<file path="config.mk">
export PLATFORM = sky130hd
export DESIGN_NAME = painter_engine
export DESIGN_NICKNAME = d
export VERILOG_FILES = /design/src/rtl/painter_pkg.sv /design/src/rtl/painter_cmd_fetch.sv /design/src/rtl/painter_engine.sv
export SDC_FILE = /design/constraint.sdc
export NUM_CORES = 1
export LEC_CHECK = 0
export CAP_MARGIN = 25
export CORE_ASPECT_RATIO = 1.1
export CORE_UTILIZATION = 35
export CTS_CLUSTER_DIAMETER = 40
export DETAILED_ROUTE_END_ITERATION = 8
export PLACE_DENSITY = 0.63
export SETUP_SLACK_MARGIN = 0.4
export SYNTH_ARGS = -nofsm -noshare
export SYNTH_HDL_FRONTEND = slang
export SYNTH_HIERARCHICAL = 1
export SYNTH_SLANG_ARGS = --single-unit
</file>
<file path="constraint.sdc">
create_clock -name clk -period 4.2 [get_ports clk]
set_clock_uncertainty 0.2 [all_clocks]
set_input_delay 0.63 -clock clk [delete_from_list [all_inputs] [get_ports clk]]
set_output_delay 0.63 -clock clk [all_outputs]
set_load 0.01 [all_outputs]
</file>
<file path="src/rtl/painter_pkg.sv">
// painter_pkg: opcodes, command lengths and FSM states
// shared by the painter command fetch unit and the painter engine top.
package painter_pkg;

  typedef enum logic [1:0] {
    OP_NOP  = 2'b00,
    OP_PLOT = 2'b01,
    OP_FILL = 2'b10,
    OP_SWAP = 2'b11
  } op_e;

  typedef enum logic [2:0] {
    S_IDLE,
    S_FETCH,
    S_WAIT1,
    S_WAIT2,
    S_EXEC
  } state_e;

  localparam logic [1:0] LEN_NOP  = 2'd1;
  localparam logic [1:0] LEN_PLOT = 2'd2;
  localparam logic [1:0] LEN_FILL = 2'd3;
  localparam logic [1:0] LEN_SWAP = 2'd1;

  function automatic logic [1:0] cmd_len(op_e op);
    logic [1:0] len;
    unique case (op)
      OP_NOP:  len = LEN_NOP;
      OP_PLOT: len = LEN_PLOT;
      OP_FILL: len = LEN_FILL;
      OP_SWAP: len = LEN_SWAP;
      default: len = LEN_NOP;
    endcase
    return len;
  endfunction

endpackage

</file>
<file path="src/rtl/painter_cmd_fetch.sv">
// painter_cmd_fetch: ring read pointer, occupancy, cmd RAM addressing.
// In: wrt_ptr, start_i/adv_i/done_i, len_i. Out: rd_ptr_o, cmd_addr_o,
// empty_o, full_o, avail_o (ring holds >= len_i words from rd_ptr).
module painter_cmd_fetch
  import painter_pkg::*;
#(
  parameter int PTR_W = 10
) (
  input  logic             clk,
  input  logic             reset,
  input  logic [PTR_W-1:0] wrt_ptr,
  input  logic             start_i,
  input  logic             adv_i,
  input  logic             done_i,
  input  logic [1:0]       len_i,
  output logic [PTR_W-1:0] rd_ptr_o,
  output logic [PTR_W-1:0] cmd_addr_o,
  output logic             empty_o,
  output logic             full_o,
  output logic             avail_o
);

  logic [PTR_W-1:0] rd_ptr_q, rd_ptr_d;
  logic [1:0]       idx_q, idx_d;
  logic [PTR_W-1:0] occ;

  always_ff @(posedge clk) begin
    if (reset) begin
      rd_ptr_q <= '0;
      idx_q    <= '0;
    end else begin
      rd_ptr_q <= rd_ptr_d;
      idx_q    <= idx_d;
    end
  end

  // idx selects the word being read this cycle; start_i reads
  // word1 speculatively so it is ready right after word0.
  always_comb begin
    rd_ptr_d = rd_ptr_q;
    idx_d    = idx_q;
    if (done_i) begin
      rd_ptr_d = rd_ptr_q + PTR_W'(len_i);
      idx_d    = '0;
    end else if (start_i) begin
      idx_d = 2'd1;
    end else if (adv_i) begin
      idx_d = idx_q + 2'd1;
    end
  end

  assign occ        = wrt_ptr - rd_ptr_q;
  assign avail_o    = occ >= PTR_W'(len_i);
  assign empty_o    = wrt_ptr == rd_ptr_q;
  assign full_o     = (wrt_ptr + PTR_W'(1)) == rd_ptr_q;
  assign rd_ptr_o   = rd_ptr_q;
  assign cmd_addr_o = rd_ptr_q + PTR_W'(idx_q);

endmodule

</file>
<file path="src/rtl/painter_engine.sv">
// painter_engine: command-ring painter (NOP/PLOT/FILL/SWAP) to back FB.
// In: wrtPtr, PRAMdata, vblank. Out: cmdAddr, rdPtr, full, addr/data/we,
// swapBuffers, busy.
module painter_engine
  import painter_pkg::*;
#(
  parameter int PTR_W  = 10,
  parameter int CMD_W  = 16,
  parameter int ADDR_W = 15,
  parameter int PIX_W  = 3
) (
  input  logic              clk,
  input  logic              reset,
  input  logic [PTR_W-1:0]  wrtPtr,
  input  logic [CMD_W-1:0]  PRAMdata,
  input  logic              vblank,
  output logic [PTR_W-1:0]  cmdAddr,
  output logic [PTR_W-1:0]  rdPtr,
  output logic              full,
  output logic [ADDR_W-1:0] addr,
  output logic [PIX_W-1:0]  data,
  output logic              we,
  output logic              swapBuffers,
  output logic              busy
);

  state_e            state_q, state_d;
  op_e               op_q, op_d;
  logic [PIX_W-1:0]  col_q, col_d;
  logic [1:0]        len_q, len_d;
  logic              ok_q, ok_d;
  logic [ADDR_W-1:0] pix_q, pix_d;
  logic [ADDR_W-1:0] rem_q, rem_d;

  logic       start, adv, done, empty, avail;
  logic [1:0] len_cur;
  op_e        w_op;

  assign w_op = op_e'(PRAMdata[CMD_W-1 -: 2]);

  painter_cmd_fetch #(.PTR_W(PTR_W)) u_fetch (
    .clk        (clk),
    .reset      (reset),
    .wrt_ptr    (wrtPtr),
    .start_i    (start),
    .adv_i      (adv),
    .done_i     (done),
    .len_i      (len_cur),
    .rd_ptr_o   (rdPtr),
    .cmd_addr_o (cmdAddr),
    .empty_o    (empty),
    .full_o     (full),
    .avail_o    (avail)
  );

  always_ff @(posedge clk) begin
    if (reset) begin
      state_q <= S_IDLE;
      op_q    <= OP_NOP;
      col_q   <= '0;
      len_q   <= '0;
      ok_q    <= 1'b0;
      pix_q   <= '0;
      rem_q   <= '0;
    end else begin
      state_q <= state_d;
      op_q    <= op_d;
      col_q   <= col_d;
      len_q   <= len_d;
      ok_q    <= ok_d;
      pix_q   <= pix_d;
      rem_q   <= rem_d;
    end
  end

  // ok_q: word1 read last cycle was inside the filled part of the ring.
  // Checking the full length there also covers word2 of a FILL.
  always_comb begin
    state_d = state_q;
    op_d    = op_q;
    col_d   = col_q;
    len_d   = len_q;
    ok_d    = ok_q;
    pix_d   = pix_q;
    rem_d   = rem_q;
    len_cur = len_q;
    start   = 1'b0;
    adv     = 1'b0;
    done    = 1'b0;
    unique case (state_q)
      S_IDLE: begin
        if (!empty) begin
          start   = 1'b1;
          state_d = S_FETCH;
        end
      end
      S_FETCH: begin
        op_d    = w_op;
        col_d   = PRAMdata[PIX_W-1:0];
        len_cur = cmd_len(w_op);
        len_d   = len_cur;
        ok_d    = avail;
        if (len_cur == 2'd1) begin
          state_d = S_EXEC;
        end else begin
          adv     = avail;
          state_d = S_WAIT1;
        end
      end
      S_WAIT1: begin
        if (ok_q) begin
          pix_d   = PRAMdata[ADDR_W-1:0];
          state_d = (op_q == OP_FILL) ? S_WAIT2 : S_EXEC;
        end else begin
          ok_d = avail;
          adv  = avail;
        end
      end
      S_WAIT2: begin
        rem_d   = PRAMdata[ADDR_W-1:0];
        state_d = S_EXEC;
      end
      S_EXEC: begin
        unique case (op_q)
          OP_FILL: begin
            if (rem_q != '0) begin
              pix_d = pix_q + ADDR_W'(1);
              rem_d = rem_q - ADDR_W'(1);
            end
            done = rem_q <= ADDR_W'(1);
          end
          OP_SWAP: done = vblank;
          default: done = 1'b1;
        endcase
      end
      default: state_d = S_IDLE;
    endcase
    if (done) state_d = S_IDLE;
  end

  always_comb begin
    we          = 1'b0;
    swapBuffers = 1'b0;
    addr        = '0;
    data        = '0;
    busy        = state_q != S_IDLE;
    unique case (1'b1)
      state_q == S_EXEC && op_q == OP_PLOT: we = 1'b1;
      state_q == S_EXEC && op_q == OP_FILL: we = rem_q != '0;
      state_q == S_EXEC && op_q == OP_SWAP: swapBuffers = vblank;
      default: ;
    endcase
    if (we) begin
      addr = pix_q;
      data = col_q;
    end
  end

endmodule

</file>
==> metrics.cfg, run 1 <==
[run_status]
status=complete, no violations

[place]
place_ws_ns=0.275
io_buffers=70
dpl.hpwl_microns=8220
gp_congestion=0.887

[logic_synthesis]
synthesis.nets=620
synth_area_sq_mm=0.00418
synth_seq_cells=53
yosysUniqueCellTypes=61
synth_top_area_share_pct=25.4
avgSynthCellArea_sq_um=7.37
yosysWarningCount=6
netlist_instances=567
synth_top_area_cell=dfxtp_1
synth_edf_count=0
ys_top_cells_by_area=dfxtp_1, a21oi_1, ha_1
ys.flop_type=dfxtp_1
yosysSeqAreaShare_pct=25.4
ys_async_sr_fraction_pct=0

[floorplan]
die_w_microns=106
coreArea_sq_mm=0.0115
initial_core_util_pct=36.2
die-area_sq_mm=0.0124
core.rowCount=41
die_y_microns=117
io_pins=71

[power_and_ir_drop]
switching_power_mw=0.480
clock_power_share_pct=29.3
p_sw_share_pct=34.0
peakVddDrop_mv=0.146
p_leak_nw=1.77
p_int_mw=0.934
p_per_area_mw_per_mm2=278
seqPwrFrac_pct=40.7
combinationalPowerShare_pct=30.1
totalPowerFinal_mw=1.41

[run]
cap_violations=0

[critical_path]
crit_required_ns=3.37
timing.rr.end=u_fetch/rd_ptr_o[8]
crit_fanout=5
r2r_start=state_q[0]
critPathMaxStageDelay_ns=0.48
crit_slowest_cell=clkdlybuf4s50_1
path_buf_inv=2
cp-end-kind=output port
reg2reg_slack_ns=0.73
cpMostUsedCell=nor4_1
rr_worst_depth=11
critPathArrivalTime_ns=2.78
cpLargestDelayFamily=simple AND/OR/NAND/NOR gates
crit_type=in -> out
cp-start-kind=primary input
crit_chain=clkdlybuf4s50_1 > ha_1 > and2_1 > nand2_1 > a41oi_1 > nor4_1 > o21ai_0 > nor4_1 > dlygate4sd2_1

[worst_hold_path]
hold_end=col_q[2]
min_path_cells=2
hp-start=col_q[2]
hp-class=reg -> reg

[cells_and_area]
layout_common_cells=clkdlybuf4s50_1, nand2_1, nor2_1, a21oi_1, dfxtp_1
drive_gt1_share_pct=5.18
syn2layout_area_growth_pct=21.8
nNetsFinal=670
final_common_cell=clkdlybuf4s50_1
diodes=0

[drt]
firstDrtPassIters=5
wirelength_microns=11300
vias=4189
first_iter_violations=270
drc=0
routedWlPerCell_microns=14.7
ant_nets=0
via_per_inst=5.45

[timing]
fin_ws_ns=0.590
tightest_slew_ns=0.832
rsz0062_at_grt=no
fmax_mhz=277
period_share_pct=86.0
maxSlewHeadroom_pct=44.4
hold_viol_final=0
setup-violations-final=0
finalSetupTns_ns=0
final-max-slew-violation-count=0
post-route-min-period_ns=3.61

[grt]
grt_max_degree=49
grt_pass1_vias=3921
antenna_found_initial=0
grt_overflow=0
grt_pass1_wl_microns=19100
track_usage_pct=18.9

[clocking]
cts_tree=yes
cts_max_level=2
clk_pin_slew_worst_paths_ns=0.07
cts.path.max_buffers=2
clock_latency_ns=0.30
numClockSinks=53
postCtsSetupBuffers=0
cts_buffers=5
clockRootBuffer=clkbuf_16

[synth_stat cells, types with 2 or more instances]
library cell  number
o21ai_1           12
a21oi_1           55
xor2_1             7
a22oi_1            2
and2_1            26
inv_2              2
o21ai_0           36
nor2_1            55
a211o_1            2
a21o_1             7
o41ai_1            2
o32ai_1            4
buf_2              9
nor3b_1            6
ha_1              21
fa_1               3
nand2_1           64
inv_1             23
or2_2              3
nor4_1            12
clkbuf_1          17
o31a_1             3
buf_6              3
a31oi_1            6
or4_1              4
a211oi_1           4
nor2b_1            6
o211ai_1           3
nand3_1           17
dfxtp_1           53
nor3_1            17
a32oi_1            2
nor4_4             2
nand2b_1           7
and3_1             2
and4_1             4
o31ai_1            3
or3_1              4
nand4_1           10
a311oi_2           2
xnor2_1           25
o21a_1             3
[cell type report]
type | count | area, sq um
fill | 1164 | 6450
inverter | 26 | 97.6
timing repair buffer | 74 | 724
clock inverter | 1 | 7.51
sequential | 53 | 1060
clock buffer | 7 | 133
multi-input combinational | 457 | 2880
tap | 150 | 188
[worst reg2reg max path, cell delays in order (launching register included)]
cell	delay [ns]
dfxtp_1	0.53
nand2b_1	0.16
or2_2	0.39
o21ai_0	0.44
ha_1	0.25
inv_1	0.05
fa_1	0.38
nor2b_1	0.24
nand3_1	0.20
nor4_1	0.30
xnor2_1	0.16
nor2_1	0.05
[cell families (layout without fill, tap and decap cells)]
family,count (synthesis),after routing,share of synthesized area [%]
AO/OA/AOI/OAI,155,155,23.1
adder cells (fa/ha/maj),24,24,7.73
multiplexers,1,1,0.240
buffers and inverters,57,108,6.02
AND/OR/NAND/NOR,244,244,30.4
XOR/XNOR,33,33,7.10
flip-flops,53,53,25.4
[state kept, by name, summed over array words and instances, names as in the netlist]
register / count
u_fetch/idx_q: 2
len_q: 2
pix_q: 15
state_q: 3
u_fetch/rd_ptr_o: 10
rem_q: 15
col_q: 3
ok_q: 1
op_q: 2
[power groups by stage]
stage | clock (mW) | sequential (mW) | combinational (mW)
detailed placement | 0 | 0.586 | 0.421
floorplan | 0 | 0.566 | 0.309
finish | 0.414 | 0.575 | 0.425
global placement | 0 | 0.584 | 0.414
global route | 0.439 | 0.581 | 0.478
CTS | 0.424 | 0.574 | 0.423
[per-layer routing]
metal  routed length [microns]  vias up  global-route usage [%]
met5                         0        -                       0
met4                       165        0                    6.76
met3                       659       11                    2.57
met2                      5190      124                    31.6
met1                      5300     1944                    25.0
li1                          -     2110                       -
[worst max path at each step]
stage               cells after the start  slack [ns]        from          endpoint
floorplan                              16        1.15  state_q[1]  u_fetch/idx_q[0]
global placement                        9        0.32   wrtPtr[1]              full
detailed placement                      9        0.27   wrtPtr[1]              full
CTS                                     8        0.55    rem_q[0]           data[1]
global route                            9        0.41   wrtPtr[1]              full
finish                                  9        0.59   wrtPtr[1]              full
[through the flow]
stage	hold WS, ns	utilization [%]	instances	instance area (sq um)
after floorplan	0.232	-	567	4180
after global placement	0.242	42.8	760	4940
after detailed placement	0.245	42.8	760	4940
after CTS	0.255	44.0	768	5080
after global routing	0.281	44.1	768	5090
final	0.251	44.1	768	5090
[what timing repair did]
item | in CTS | in global routing
hold buffers | 0 | 0
hold endpoints to repair | 0 | 0
setup endpoints to repair | 1 | 19
resized for setup | 1 | 2
Note: power is estimated with default switching activity, not from simulation.
==> run 2, diff against run 1 <==
PLACE_DENSITY = 0.67   (was 0.63)
==> run 2 against run 1 <==
Sequential power hardly changed. Utilization grew 0.16 points. Critical path type unchanged. Critical path depth is the same. First-iteration DRC count increased by 23%. Highest routed layer unchanged. Worst hold slack improved by 0.0025 ns. Sequential share of layout area fell by 0.10 points. Setup slack lost 0.030 ns. Critical endpoint unchanged. Global-route usage about the same. Via count grew 1.4%. Power rose by 0.28%. Non-clock buffer count rose by 1. Largest power group unchanged.
==> metrics.cfg, run 2 (synthesis gave the netlist of run 1 again) <==
[grt]
grt_overflow=0  ; unchanged
grt_pass1_wl_microns=19100  ; about the same
grt_pass1_vias=3946  ; was 3921
grt_max_degree=56  ; was 49
antenna_found_initial=0  ; unchanged
track_usage_pct=19.0  ; was 18.9%

[clocking]
cts_tree=yes  ; unchanged
clock_latency_ns=0.29  ; was 0.30 ns
cts_buffers=5  ; unchanged
numClockSinks=53  ; unchanged
clockRootBuffer=clkbuf_16  ; unchanged
cts_max_level=2  ; unchanged
clk_pin_slew_worst_paths_ns=0.07  ; about the same
postCtsSetupBuffers=0  ; unchanged
holdBufCountCts=0  ; unchanged
cts.path.max_buffers=2  ; unchanged

[floorplan]
coreArea_sq_mm=0.0115  ; unchanged
die_y_microns=117  ; unchanged
initial_core_util_pct=36.2  ; unchanged
die-area_sq_mm=0.0124  ; unchanged
die_w_microns=106  ; unchanged
core.rowCount=41  ; unchanged
io_pins=71  ; unchanged

[critical_path]
cp-start-kind=primary input  ; unchanged
crit_fanout=5  ; unchanged
crit_type=in -> out  ; unchanged
cp-end-kind=output port  ; unchanged
critPathArrivalTime_ns=2.81  ; was 2.78 ns
crit_required_ns=3.37  ; about the same

[timing]
final-max-slew-violation-count=0  ; unchanged
hold_viol_final=0  ; unchanged
rsz0062_at_grt=no  ; unchanged
post-route-min-period_ns=3.64  ; was 3.61 ns
finalSetupTns_ns=0  ; unchanged
tightest_slew_ns=0.911  ; was 0.832 ns
maxSlewHeadroom_pct=39.1  ; was 44.4%
setup-violations-final=0  ; unchanged
period_share_pct=86.7  ; was 86.0%
fmax_mhz=275  ; was 277 MHz

[place]
dpl.cell_count=760  ; unchanged
gp_congestion=0.888  ; was 0.887
io_buffers=70  ; unchanged
dpl.hpwl_microns=8460  ; was 8220 microns
dpl_cell_area_sq_mm=0.00494  ; unchanged

[run]
cap_violations=0  ; unchanged

[cells_and_area]
diodes=0  ; unchanged
fill_cells=1145  ; was 1164
fin_util_pct=44.2  ; was 44.1%
stdcell_count=769  ; was 768
syn2layout_area_growth_pct=22.3  ; was 21.8%
register_area_sq_mm=0.00106  ; about the same
final_common_cell=clkdlybuf4s50_1  ; unchanged
nNetsFinal=671  ; was 670
final_area_sq_mm=0.00511  ; was 0.00509 sq mm
drive_gt1_share_pct=5.17  ; was 5.18%
multi_input_area_sq_mm=0.00288  ; unchanged
layout_common_cells=clkdlybuf4s50_1, nand2_1, nor2_1, a21oi_1, dfxtp_1  ; unchanged

[drt]
drc=0  ; unchanged
vias=4249  ; was 4189
routedWlPerCell_microns=15.3  ; was 14.7 microns
firstDrtPassIters=5  ; unchanged
ant_nets=0  ; unchanged
via_per_inst=5.53  ; was 5.45
first_iter_violations=332  ; was 270
wirelength_microns=11700  ; was 11300 microns

[power_and_ir_drop]
totalPowerFinal_mw=1.42  ; was 1.41 mW
peakVddDrop_mv=0.173  ; was 0.146 mV
p_per_area_mw_per_mm2=278  ; about the same
p_leak_nw=1.78  ; was 1.77 nW

[run_status]
status=complete, no violations  ; unchanged

[worst_hold_path]
hp-class=reg -> reg  ; unchanged

-- run 2: cell count changes in the layout (fill, tap and decap cells not counted), sizes merged --
cell,delta
buf,+1
-- run 2: final cells by class --
type	count	area share, %
Sequential cell	53	20.8
Multi-Input combinational cell	457	56.3
Inverter	26	1.91
Timing Repair Buffer	75	14.6
Tap cell	150	3.67
Clock inverter	1	0.147
Clock buffer	7	2.60
-- run 2: report_power, final --
group	internal [mW]	switching, mW	leakage (nW)	total [mW]
sequential	0.532	0.0401	0.429	0.572
combinational	0.181	0.254	1.29	0.436
clock	0.222	0.188	0.0641	0.410
-- run 2: final timing paths --
path | startpoint | to | slack, ns | depth (start not counted)
worst max-delay path | wrtPtr[1] | full | 0.56 | 9
worst min-delay path | col_q[2] | col_q[2] | 0.25 | 2
worst max register to register | state_q[0] | u_fetch/idx_q[0] | 0.77 | 13
worst min register to register | col_q[2] | col_q[2] | 0.25 | 2
-- run 2: worst max-delay path, cell delays in order --
cell and delay, ns:
clkdlybuf4s50_1 0.48, ha_1 0.26, and2_1 0.22, nand2_1 0.11
a41oi_1 0.12, nor4_1 0.25, o21ai_0 0.13, nor4_1 0.29
dlygate4sd2_1 0.32
-- run 2: timing repair --
action,in CTS,in global routing
endpoints found under the hold margin,0,0
endpoints found under the setup margin,1,19
gates resized for setup,1,1
-- run 2: per-layer routing --
metal	track usage, %	wire [microns]	up-vias
li1	-	-	2109
met1	24.0	5240	1947
met2	32.0	5400	162
met3	2.96	679	31
met4	8.24	417	0
met5	0	0	-
-- run 2: per-stage QoR --
stage          setup WS (ns)  hold slack, ns
5_1_grt                0.450           0.279
4_1_cts                0.443           0.257
3_3_place_gp           0.363           0.245
3_5_place_dp           0.309           0.246
2_1_floorplan           1.15           0.232
6_report               0.560           0.253
